<file path="src/rtl/mmss_tick_counter_pkg.sv">
// Shared types and helpers for the MM:SS tick counter: BCD digit type,
// per-digit limits and a range check used by load validation.
package mmss_pkg;

  typedef logic [3:0] bcd_t;

  localparam bcd_t SEC_T_MAX = 4'd5;
  localparam bcd_t DIG_MAX   = 4'd9;

  function automatic logic bcd_valid(bcd_t d, bcd_t max);
    return (d <= max);
  endfunction

endpackage

</file>
<file path="src/rtl/mmss_tick_counter_if.sv">
// Control inputs and display/pulse outputs of the MM:SS tick counter.
// The bench drives through master; the counter sits on slave.
interface mmss_tick_counter_if;
  import mmss_pkg::*;

  logic        tick_in;
  logic        run;
  logic        clr;
  logic        load;
  logic [15:0] load_val;
  bcd_t        sec_o;
  bcd_t        sec_t;
  bcd_t        min_o;
  bcd_t        min_t;
  logic        tick_seen;
  logic        wrap;
  logic        load_err;

  modport master (
    output tick_in, run, clr, load, load_val,
    input  sec_o, sec_t, min_o, min_t, tick_seen, wrap, load_err
  );

  modport slave (
    input  tick_in, run, clr, load, load_val,
    output sec_o, sec_t, min_o, min_t, tick_seen, wrap, load_err
  );

endinterface

</file>
<file path="src/rtl/mmss_tick_counter_bcd_digit.sv">
// One mod-(max+1) BCD digit with clear > load > increment priority.
// carry_out is combinational so a whole carry chain settles in one cycle.
module bcd_digit
  import mmss_pkg::*;
(
  input  logic clk,
  input  logic rst,
  input  logic clr,
  input  logic ld,
  input  bcd_t ld_val,
  input  logic inc,
  input  bcd_t max,
  output bcd_t q,
  output logic carry_out
);

  bcd_t q_d, q_q;

  always_comb begin
    q_d = q_q;
    if (clr) begin
      q_d = '0;
    end else if (ld) begin
      q_d = ld_val;
    end else if (inc) begin
      q_d = (q_q == max) ? '0 : q_q + 4'd1;
    end
  end

  always_ff @(posedge clk or negedge rst) begin
    if (!rst) begin
      q_q <= '0;
    end else begin
      q_q <= q_d;
    end
  end

  assign q         = q_q;
  assign carry_out = inc & (q_q == max);

endmodule

</file>
<file path="src/rtl/mmss_tick_counter.sv">
// BCD MM:SS counter advanced by rising edges of an asynchronous tick_in.
// Holds the synchroniser, edge detect, load check, priority and pulse regs.
module mmss_tick_counter
  import mmss_pkg::*;
#(
  parameter int SYNC_STAGES = 2,
  parameter int MAX_MIN_T   = 5
)
(
  input  logic                clk,
  input  logic                rst,
  mmss_tick_counter_if.slave  bus
);

  localparam bcd_t MIN_T_MAX = bcd_t'(MAX_MIN_T);

  logic [SYNC_STAGES-1:0] sync_d, sync_q;
  logic [SYNC_STAGES-1:0] prime_d, prime_q;
  logic hist_d, hist_q;
  logic arm_d, arm_q;
  logic tick_seen_d, tick_seen_q;
  logic wrap_d, wrap_q;
  logic load_err_d, load_err_q;

  logic sync_out;
  logic load_ok;
  logic ld_en;
  logic cnt_en;
  logic c_so, c_st, c_mo, c_mt;

  assign sync_out = sync_q[SYNC_STAGES-1];

  assign load_ok = bcd_valid(bus.load_val[3:0],   DIG_MAX)
                 & bcd_valid(bus.load_val[7:4],   SEC_T_MAX)
                 & bcd_valid(bus.load_val[11:8],  DIG_MAX)
                 & bcd_valid(bus.load_val[15:12], MIN_T_MAX);

  assign ld_en  = ~bus.clr & bus.load & load_ok;
  assign cnt_en = ~bus.clr & ~ld_en & tick_seen_q & bus.run;

  // prime_q tracks when sync_out holds a real sample; arm_q then waits for
  // a low level so a tick_in held high through reset is not taken as an edge.
  always_comb begin
    sync_d      = {sync_q[SYNC_STAGES-2:0], bus.tick_in};
    prime_d     = {prime_q[SYNC_STAGES-2:0], 1'b1};
    hist_d      = sync_out;
    arm_d       = arm_q | (prime_q[SYNC_STAGES-1] & ~sync_out);
    tick_seen_d = sync_out & ~hist_q & arm_q;
    wrap_d      = c_mt;
    load_err_d  = ~bus.clr & bus.load & ~load_ok;
  end

  always_ff @(posedge clk or negedge rst) begin
    if (!rst) begin
      sync_q      <= '0;
      prime_q     <= '0;
      hist_q      <= 1'b0;
      arm_q       <= 1'b0;
      tick_seen_q <= 1'b0;
      wrap_q      <= 1'b0;
      load_err_q  <= 1'b0;
    end else begin
      sync_q      <= sync_d;
      prime_q     <= prime_d;
      hist_q      <= hist_d;
      arm_q       <= arm_d;
      tick_seen_q <= tick_seen_d;
      wrap_q      <= wrap_d;
      load_err_q  <= load_err_d;
    end
  end

  bcd_digit u_sec_o (
    .clk(clk), .rst(rst), .clr(bus.clr), .ld(ld_en), .ld_val(bus.load_val[3:0]),
    .inc(cnt_en), .max(DIG_MAX), .q(bus.sec_o), .carry_out(c_so)
  );

  bcd_digit u_sec_t (
    .clk(clk), .rst(rst), .clr(bus.clr), .ld(ld_en), .ld_val(bus.load_val[7:4]),
    .inc(c_so), .max(SEC_T_MAX), .q(bus.sec_t), .carry_out(c_st)
  );

  bcd_digit u_min_o (
    .clk(clk), .rst(rst), .clr(bus.clr), .ld(ld_en), .ld_val(bus.load_val[11:8]),
    .inc(c_st), .max(DIG_MAX), .q(bus.min_o), .carry_out(c_mo)
  );

  bcd_digit u_min_t (
    .clk(clk), .rst(rst), .clr(bus.clr), .ld(ld_en), .ld_val(bus.load_val[15:12]),
    .inc(c_mo), .max(MIN_T_MAX), .q(bus.min_t), .carry_out(c_mt)
  );

  assign bus.tick_seen = tick_seen_q;
  assign bus.wrap      = wrap_q;
  assign bus.load_err  = load_err_q;

endmodule
</file>
<file path="src/flat_wrapper.sv">
// flat-port wrapper written by rule: the top's interface ports become plain ports
module mmss_tick_counter_flat import mmss_pkg::*;
#(
  parameter int SYNC_STAGES = 2,
  parameter int MAX_MIN_T   = 5
)
  (clk, rst, bus_tick_in, bus_run, bus_clr, bus_load, bus_load_val, bus_sec_o, bus_sec_t, bus_min_o, bus_min_t, bus_tick_seen, bus_wrap, bus_load_err);
  mmss_tick_counter_if bus_i ();
  input  logic clk;
  input  logic rst;
  input wire logic [$bits(bus_i.tick_in)-1:0] bus_tick_in;
  input wire logic [$bits(bus_i.run)-1:0] bus_run;
  input wire logic [$bits(bus_i.clr)-1:0] bus_clr;
  input wire logic [$bits(bus_i.load)-1:0] bus_load;
  input wire logic [$bits(bus_i.load_val)-1:0] bus_load_val;
  output wire logic [$bits(bus_i.sec_o)-1:0] bus_sec_o;
  output wire logic [$bits(bus_i.sec_t)-1:0] bus_sec_t;
  output wire logic [$bits(bus_i.min_o)-1:0] bus_min_o;
  output wire logic [$bits(bus_i.min_t)-1:0] bus_min_t;
  output wire logic [$bits(bus_i.tick_seen)-1:0] bus_tick_seen;
  output wire logic [$bits(bus_i.wrap)-1:0] bus_wrap;
  output wire logic [$bits(bus_i.load_err)-1:0] bus_load_err;
  assign bus_i.tick_in = bus_tick_in;
  assign bus_i.run = bus_run;
  assign bus_i.clr = bus_clr;
  assign bus_i.load = bus_load;
  assign bus_i.load_val = bus_load_val;
  assign bus_sec_o = bus_i.sec_o;
  assign bus_sec_t = bus_i.sec_t;
  assign bus_min_o = bus_i.min_o;
  assign bus_min_t = bus_i.min_t;
  assign bus_tick_seen = bus_i.tick_seen;
  assign bus_wrap = bus_i.wrap;
  assign bus_load_err = bus_i.load_err;
  mmss_tick_counter #(.SYNC_STAGES(SYNC_STAGES), .MAX_MIN_T(MAX_MIN_T)) u_core (.clk(clk), .rst(rst), .bus(bus_i));
endmodule
</file>
<file path="config.mk">
export PLATFORM = sky130hd
export DESIGN_NAME = mmss_tick_counter_flat
export DESIGN_NICKNAME = d
export VERILOG_FILES = /design/src/rtl/mmss_tick_counter_pkg.sv /design/src/rtl/mmss_tick_counter_if.sv /design/src/rtl/mmss_tick_counter_bcd_digit.sv /design/src/rtl/mmss_tick_counter.sv /design/src/flat_wrapper.sv
export SDC_FILE = /design/constraint.sdc
export NUM_CORES = 1
export LEC_CHECK = 0
export ABC_AREA = 1
export CORE_MARGIN = 2
export CORE_UTILIZATION = 50
export DETAILED_ROUTE_END_ITERATION = 8
export PLACE_DENSITY = 0.81
export SYNTH_ARGS = -nofsm -noshare
export SYNTH_HDL_FRONTEND = slang
export SYNTH_HIERARCHICAL = 1
export SYNTH_SLANG_ARGS = --single-unit
</file>
<file path="constraint.sdc">
create_clock -name clk -period 2.19 [get_ports clk]
set_input_delay 0.3285 -clock clk [delete_from_list [all_inputs] [get_ports clk]]
set_output_delay 0.3285 -clock clk [all_outputs]
set_load 0.02 [all_outputs]
</file>
# After elaboration in Yosys (flattened, before gate mapping)

Index checks and enable logic that the tools add are counted.

Logic and storage cells: 65
Bits in registers: 25
Output and inout port bits: 19
Bits of input ports: 22

Eq/ne operators: 4
Reduce and logical (&&, ||, !) cells: 4
Bitwise operators: 22
$lt $le $gt $ge: 4
Multiplexer cells: 16
Add/sub/neg operators: 4

Operators by type and width:

| cell                | number |
|---|---|
| $mux 4              | 16 |
| $add 4x1->4 const B | 4 |
| $and 1x1->1         | 16 |
| $reduce_bool 3->1   | 4 |
| $eq 4x3->1 const B  | 2 |
| $eq 4x4->1 const B  | 2 |
| $le 4x3->1 const B  | 2 |
| $le 4x4->1 const B  | 2 |
| $not 1->1           | 5 |
| $or 1x1->1          | 1 |

# Logic depth before layout (Yosys ltp)

Gate-level depths: netlist of the first run.

Depth after elaboration: 15
Gate-level depth with buffers: 16
Depth with buffers taken out: 16

# Modules after synthesis

The synthesis of the first run kept the hierarchy.

Modules (own cells, without submodules):

| module            | sequential area each (um2) | cells an instance | area each (um2) | instances |
|---|---|---|---|---|
| bcd_digit         | 100.1                      | 69                | 376.6           | 4 |
| mmss_tick_counter | 225.2                      | 36                | 346.6           | 1 |

# Least setup slack after synthesis of the first run

No wires, ideal clock.

Path type: register to register
From: register u_core.u_sec_o.q_q[0], in the netlist u_core/u_sec_o/q[0]
To: register u_core.u_min_t.q_q[2], in the netlist u_core/u_min_t/q[2]
Arrival: 1.660 ns
Buffers on the path: 0
Stages on the path, launching flop included: 15
Required time: 2.124 ns
Slack: 0.464 ns
Clock period less this slack: 1.726 ns
Library setup time: 0.066 ns
Cells stage by stage: dfrtp_1 > inv_1 > nand2_1 > nand2_1 > nor2_1 > nand2_2 > nor2_1 > inv_1 > nor2_1 > inv_1 > nor2_1 > o21bai_1 > nor2_1 > nand2_1 > nand2_1

Longest elaborated chain between the ends: 5

Ends and longest elaborated chain:

| element                            | line                              | source |
|---|---|---|
| start, declared                    | mmss_tick_counter_bcd_digit.sv:17 | `bcd_t q_d, q_q;` |
| start signal, assigned             | mmss_tick_counter_bcd_digit.sv:34 | `q_q <= q_d;` |
| $eq 4x4->1                         | mmss_tick_counter_bcd_digit.sv:39 | `assign carry_out = inc & (q_q == max);` |
| $and 1x1->1                        | mmss_tick_counter_bcd_digit.sv:39 |  |
| named net u_core.c_so              | mmss_tick_counter.sv:29           | `logic c_so, c_st, c_mo, c_mt;` |
| $and 1x1->1                        | mmss_tick_counter_bcd_digit.sv:39 |  |
| named net u_core.c_st              | mmss_tick_counter.sv:29           |  |
| $and 1x1->1                        | mmss_tick_counter_bcd_digit.sv:39 |  |
| named net u_core.c_mo              | mmss_tick_counter.sv:29           |  |
| $reduce_bool 3->1 (no source line) | -                                 |  |
| end signal, assigned               | mmss_tick_counter_bcd_digit.sv:34 |  |
| end, declared                      | mmss_tick_counter_bcd_digit.sv:17 |  |

The timed path passes the listed nets, and every way through them passes these cells.
A chain may end at the register's enable or synchronous reset.

# Worst setup path after layout of the first run

From: input bus_load_val[9]
To: register u_core.u_min_t.q_q[0], in the netlist u_core/u_min_t/q[0]

Longest elaborated chain between the ends: 12
Elaborated cells between the ends (all ways): 14
Classes of those cells: order compare: 1; mux: 2; bitwise: 10; reduce/logical: 1

Ends and longest elaborated chain:

| element                            | line                              | source |
|---|---|---|
| start, declared                    | flat_wrapper.sv:15                | `input wire logic [$bits(bus_i.load_val)-1:0] bus_load_val;` |
| $le 4x4->1                         | mmss_tick_counter_pkg.sv:11       | `return (d <= max);` |
| $and 1x1->1                        | mmss_tick_counter.sv:35           | `& bcd_valid(bus.load_val[11:8], DIG_MAX)` |
| $and 1x1->1                        | mmss_tick_counter.sv:36           | `& bcd_valid(bus.load_val[15:12], MIN_T_MAX);` |
| $and 1x1->1                        | mmss_tick_counter.sv:38           | `assign ld_en = ~bus.clr & bus.load & load_ok;` |
| $not 1->1                          | mmss_tick_counter.sv:39           | `assign cnt_en = ~bus.clr & ~ld_en & tick_seen_q & bus.run;` |
| $and 1x1->1 (3 in a row)           | mmss_tick_counter.sv:39           |  |
| named net u_core.cnt_en            | mmss_tick_counter.sv:28           | `logic cnt_en;` |
| $and 1x1->1                        | mmss_tick_counter_bcd_digit.sv:39 |  |
| named net u_core.c_so              | mmss_tick_counter.sv:29           |  |
| $and 1x1->1                        | mmss_tick_counter_bcd_digit.sv:39 |  |
| named net u_core.c_st              | mmss_tick_counter.sv:29           |  |
| $and 1x1->1                        | mmss_tick_counter_bcd_digit.sv:39 |  |
| named net u_core.c_mo              | mmss_tick_counter.sv:29           |  |
| $reduce_bool 3->1 (no source line) | -                                 |  |

The timed path passes the listed nets, and every way through them passes these cells.

==> results by group, run 1 <==
Global route
  – Initial antenna violation count: 0
  – GRT Resource Usage Total: 0.207
  – Largest net degree at the start of global routing: 26
  – Grt total ovfl: 0
  – First-pass GRT wire length: 6890 um
  – Vias in the first global route: 1706

STA
  – Post-layout minimum cycle time: 1.99 ns
  – Clock skew: 0.0100 ns
  – FMAX: 502 MHz
  – Hold Fails Final Rpt: 0
  – Crit share post-route: 0.910
  – Final setup viols: 0
  – Slack of the critical path: 0.197 ns
  – Setup TNS: 0 ns
  – RSZ-0062 raised after global routing: no
  – Slew Limit Fails: 0

Floorplanning
  – Initial core utilization: 0.514
  – Chip Width: 64.9 um
  – Cell row count: 22
  – Core outline area: 3610 sq um
  – Io pins: 41
  – DIE AREA: 4210 sq um
  – Die Ht: 64.9 um

Pwr
  – Power Density: 356 nW/um^2
  – Peak VDD IR: 405 uV
  – Pleak: 1.52 nW

Finish
  – Synth-to-layout area growth: 36.1%
  – Commonest non-fill, non-tap cells in the layout: nand2_1, inv_1, clkdlybuf4s50_1
  – Share of layout cells above drive strength 1: 0.0759
  – # diodes: 0
  – FILL cells: 321
  – Layout net count: 422
  – Most common cell after layout, fill and taps aside: nand2_1

Run status
  – Status: finished clean

CTS
  – TritonCTS Sinks: 25
  – H-tree depth: 1
  – CTS Buffer Depth: 2
  – CTS tree: done
  – Root buffer cell: clkbuf_8
  – Hold buffers post-CTS: 0
  – CTS buffer count: 3
  – Clock slew at reported path FFs: 0.08 ns
  – Skew-Pair Late Insertion Delay: 0.27 ns

Worst setup path
  – Reg2Reg Setup Slack: 0.40 ns
  – Crit path DAT: 2.20 ns
  – Reg2Reg Depth: 14
  – Worst endpoint required time: 2.39 ns
  – Crit path launch type: primary input
  – CP Class: in -> reg
  – CP max FO: 3
  – Crit path max-delay cell type: clkdlybuf4s50_1
  – Crit path largest cell delay: 0.50 ns
  – CP Capture Type: register
  – Worst flop-to-flop path endpoint: u_core/u_min_t/q[0]
  – CP cell instances: clkdlybuf4s50_1 -> nor2_1 -> nor2_1 -> nor2_2 -> nand3_2 -> nand2_1 -> inv_1 -> inv_1 -> nor2_1 -> inv_1 -> nor2_1 -> inv_1 -> nor2_2 -> o21bai_1 -> inv_1 -> nand2_1 -> nand2_1
  – Most frequent CP cell: inv_1
  – Worst Setup SP: bus_load_val[9]
  – RR Startpoint: u_core/u_sec_o/q[0]

Synthesis
  – Synthesis-stage register bit count: 25
  – Post-synth EDFFs: 0
  – Register area share after synthesis: 0.338
  – Dominant synthesized flop cell: dfrtp_1
  – Post-Syn Instances: 312
  – Distinct cells, synth: 17
  – Synth Area per Inst: 5.94 sq um
  – Yosys Warn Count: 6
  – Post-Syn Area: 1850 sq um
  – Post-synth ARST share: 1.00

Min path
  – Hold path cells: 0
  – Worst Hold End: u_core/prime_q[1]
  – Min-delay worst type: reg -> reg
  – Worst hold start: u_core/prime_q[0]

Placed design
  – Port bufs: 40
  – Post-detail-place hpwl: 3050 um
  – Pre-CTS setup slack: -0.0614 ns
  – RD Place Congestion: 0.828

Routing
  – Via/cell ratio: 4.24
  – Antenna viol nets, final: 0
  – Total detailed-routing wirelength: 3920 um
  – Routed via count: 1880
  – DRC viols: 0
  – Drt first pass iters: 6
  – Routed wire per std cell: 8.84 um
  – DRT iter0 DRCs: 98

Job
  – Max-Cap Viols: 0
[worst max path at each step]
stage / end / slack (ns) / depth (start not counted)
5_1_grt: u_core/u_min_t/q[2] / 0.01 / 17
3_5_place_dp: u_core/u_min_t/q[0] / -0.06 / 17
4_1_cts: u_core/u_min_t/q[0] / 0.20 / 17
2_1_floorplan: u_core/u_min_t/q[2] / 0.46 / 14
3_3_place_gp: u_core/u_min_t/q[3] / 0.04 / 17
6_report: u_core/u_min_t/q[0] / 0.20 / 17
[through the flow]
stage	std cells	utilization	hold slack, ns	power (mW)	area, sq um
2_1_floorplan	343	-	0.0329	0.555	1970
3_3_place_gp	439	0.686	0.333	0.633	2470
3_5_place_dp	439	0.686	0.342	0.635	2470
4_1_cts	443	0.699	0.360	0.908	2520
5_1_grt	443	0.700	0.366	0.943	2520
6_report	443	0.700	0.358	0.898	2520
[power by group]
| part | internal (mW) | leakage, nW | switching (mW) |
|---|---|---|---|
| Clock | 0.130 | 0.0228 | 0.141 |
| Combinational | 0.0750 | 1.17 | 0.0770 |
| Sequential | 0.470 | 0.330 | 0.00564 |
| Total | 0.675 | 1.52 | 0.224 |
[cell usage after synthesis, types with 5 or more instances]
cell,instances,area (sq um)
nor3_1,5,25.0
nor2_1,38,143
nand3_1,5,25.0
dfrtp_1,25,626
nand2_1,153,574
inv_1,52,195
nor2_2,5,31.3
[registers in the layout, indices dropped and copies added, names as in the netlist]
register and cells:
u_core/sync_q 2, u_core/bus.load_err 1, u_core/hist_q 1, u_core/arm_q 1
u_core/u_sec_t/q 4, u_core/prime_q 2, u_core/bus.wrap 1, u_core/u_min_t/q 4
u_core/u_min_o/q 4, u_core/bus.tick_seen 1, u_core/u_sec_o/q 4
[layer usage]
metal,global-route usage,up-vias,routed length [um]
li1,-,1029,-
met1,0.251,798,1760
met2,0.369,49,1940
met3,0.0417,4,181
met4,0.0612,0,29
met5,0,-,0
[worst max-delay path: cells and delay by family]
family / cells / cell delay [ns]
AND/OR/NAND/NOR: 10 / 0.92
buffers and inverters: 6 / 0.83
AO/OA/AOI/OAI: 1 / 0.09
[cells by family after synthesis]
kind of cell,Yosys count,synth area share
XOR/XNOR,4,0.0189
adder cells (fa/ha/maj),4,0.0270
buffers and inverters,60,0.138
other,2,0.00405
AND/OR/NAND/NOR,212,0.454
flip-flops,25,0.338
AO/OA/AOI/OAI,5,0.0203
[timing repair]
action                                 in CTS  in global routing
buffers inserted                            0                  0
endpoints found under the hold margin       0                  0
setup endpoints to repair                   0                  3
resized for setup                           0                  1
[final cells by class]
type / count / area [sq um] / share of cell area
clock buffers: 4 / 45.0 / 0.0179
inverters: 56 / 210 / 0.0833
multi-input cells: 258 / 1090 / 0.433
flip-flops and latches: 25 / 626 / 0.248
well taps: 48 / 60.1 / 0.0238
repair buffers: 52 / 490 / 0.194
Note: power is estimated with default switching activity, not from simulation.
==> run 2: changes to the inputs <==
==> constraint.sdc (replaced) <==
create_clock -name clk -period 2.19 [get_ports clk]
set_input_delay 0.657 -clock clk [delete_from_list [all_inputs] [get_ports clk]]
set_output_delay 0.657 -clock clk [all_outputs]
set_load 0.02 [all_outputs]
==> run 2 against run 1 <==
Effect of this change: cell count increased by 1.8%; non-clock buffer count up 8; critical endpoint is now u_core/u_min_o/q[3]; fmax shrank 3.4%; power increased by 2.7%; sequential share of layout area shrank 1.3 points; critical path depth fell by 2; utilization grew 3.8 points.
==> results by group, run 2 (same netlist as run 1, synthesis figures left out) <==
Run status
  – Status: finished clean

Worst setup path
  – Worst endpoint required time: 2.40 ns
  – Crit path DAT: 2.28 ns
  – CP cell instances: clkdlybuf4s50_1 -> inv_1 -> nor2_2 -> nand3_2 -> nand2_1 -> inv_2 -> inv_1 -> nor2_2 -> inv_1 -> nor2_2 -> buf_4 -> nor3_1 -> buf_4 -> nand2_1 -> nand2_1
  – Crit path max-delay cell type: clkdlybuf4s50_1
  – Worst Path Buf+Inv: 7
  – Worst path top cell family by delay: buffers and inverters
  – RR Startpoint: u_core/u_sec_o/q[0]
  – Reg2Reg Setup Slack: 0.44 ns
  – CP Class: in -> reg
  – CP Capture Type: register
  – CP max FO: 4
  – Crit path largest cell delay: 0.47 ns
  – Worst Setup SP: bus_load
  – Reg2Reg Depth: 14
  – Crit path launch type: primary input
  – Worst flop-to-flop path endpoint: u_core/u_min_t/q[2]

CTS
  – H-tree depth: 1
  – CTS Buffer Depth: 2
  – TritonCTS Sinks: 25
  – Clock slew at reported path FFs: 0.10 ns
  – Skew-Pair Late Insertion Delay: 0.28 ns
  – CTS tree: done
  – Root buffer cell: clkbuf_8
  – CTS buffer count: 3

Pwr
  – Total Power: 0.923 mW
  – Power Density: 347 nW/um^2
  – Pleak: 1.67 nW
  – Peak VDD IR: 346 uV

Global route
  – Vias in the first global route: 1795
  – Initial antenna violation count: 0
  – Grt total ovfl: 0
  – First-pass GRT wire length: 7170 um
  – GRT Resource Usage Total: 0.214
  – Largest net degree at the start of global routing: 26

Floorplanning
  – Core outline area: 3610 sq um
  – Die Ht: 64.9 um
  – Chip Width: 64.9 um
  – DIE AREA: 4210 sq um
  – Io pins: 41
  – Cell row count: 22
  – Initial core utilization: 0.514

Routing
  – Drt first pass iters: 4
  – Via/cell ratio: 4.26
  – DRT iter0 DRCs: 108
  – Antenna viol nets, final: 0
  – DRC viols: 0
  – Routed via count: 1920
  – Total detailed-routing wirelength: 4210 um
  – Routed wire per std cell: 9.34 um

STA
  – Crit share post-route: 0.943
  – Slew Limit Fails: 0
  – Hold Fails Final Rpt: 0
  – Post-layout minimum cycle time: 2.06 ns
  – FMAX: 484 MHz
  – RSZ-0062 raised after global routing: no
  – Clock skew: 0.00610 ns
  – Final setup viols: 0

Finish
  – Share of layout cells above drive strength 1: 0.127
  – Synth-to-layout area growth: 43.5%
  – Most common cell after layout, fill and taps aside: nand2_1
  – Layout net count: 430
  – Post-Layout Cell Count: 451
  – Commonest non-fill, non-tap cells in the layout: nand2_1, inv_1, conb_1
  – # diodes: 0

Min path
  – Worst Hold End: u_core/sync_q[1]
  – Hold path cells: 0
  – Min-delay worst type: reg -> reg
  – Worst hold start: u_core/sync_q[0]

Placed design
  – Port bufs: 40
  – RD Place Congestion: 0.823
  – Post-detail-place hpwl: 3040 um
  – Cells after DPL: 446

Job
  – Max-Cap Viols: 0
## run 2: area by class of cell
cell class / instances / area [sq um]
well taps: 48 / 60.1
inverters: 56 / 210
fillers: 307 / 947
repair buffers: 60 / 583
clock buffers: 3 / 41.3
flip-flops and latches: 25 / 626
multi-input cells: 258 / 1130
clock inverters: 1 / 7.51
## run 2: worst register-to-register path, cell delays in order, from the launching register on
cell and delay [ns]:
dfrtp_1 0.46, inv_1 0.06, nand2_1 0.05, nand2_1 0.04, nor2_1 0.10, nand2_2 0.11
nor2_2 0.14, inv_1 0.05, nor2_2 0.12, inv_2 0.06, nor2_4 0.16, o21bai_4 0.09
nor2_2 0.11, nand2_1 0.07, nand2_1 0.06
## run 2: worst max-delay path by stage
stage | endpoint | cells past startpoint
final | u_core/u_min_o/q[3] | 15
after global routing | u_core/u_min_o/q[3] | 15
after CTS | u_core/u_min_t/q[2] | 17
after detailed placement | u_core/u_min_t/q[1] | 17
after global placement | u_core/u_min_t/q[2] | 17
after floorplan | u_core/u_min_t/q[2] | 16
## run 2: power by group
part | internal [mW] | switching (mW) | leakage [nW]
Sequential | 0.470 | 0.00591 | 0.330
Combinational | 0.0765 | 0.0811 | 1.32
Clock | 0.129 | 0.161 | 0.0217
Total | 0.675 | 0.247 | 1.67
## run 2: metrics by stage
stage | setup slack (ns) | utilization | hold slack, ns | TNS (ns) | area (sq um)
floorplan | 0.261 | - | 0.331 | 0 | 1970
global placement | -0.271 | 0.701 | 0.335 | -2.37 | 2530
detailed placement | -0.363 | 0.701 | 0.339 | -3.45 | 2530
CTS | 0.00929 | 0.719 | 0.361 | 0 | 2590
global route | 0.000648 | 0.737 | 0.364 | 0 | 2660
finish | 0.126 | 0.737 | 0.358 | 0 | 2660
## run 2: repair_timing
action | 4_1_cts | 5_1_grt
pin swaps | 2 | 7
endpoints found under the setup margin | 6 | 9
resized for setup | 4 | 23
hold buffers | 0 | 0
buffers inserted | 1 | 0
cloned | 0 | 0
## run 2: per-layer routing
metal,vias up,routed length [um],part of all wire,track usage
li1,1048,-,-,-
met5,-,0,0,0
met1,842,1920,0.46,0.260
met3,2,124,0.029,0.0226
met4,0,15,0.0036,0.0638
met2,28,2150,0.51,0.393
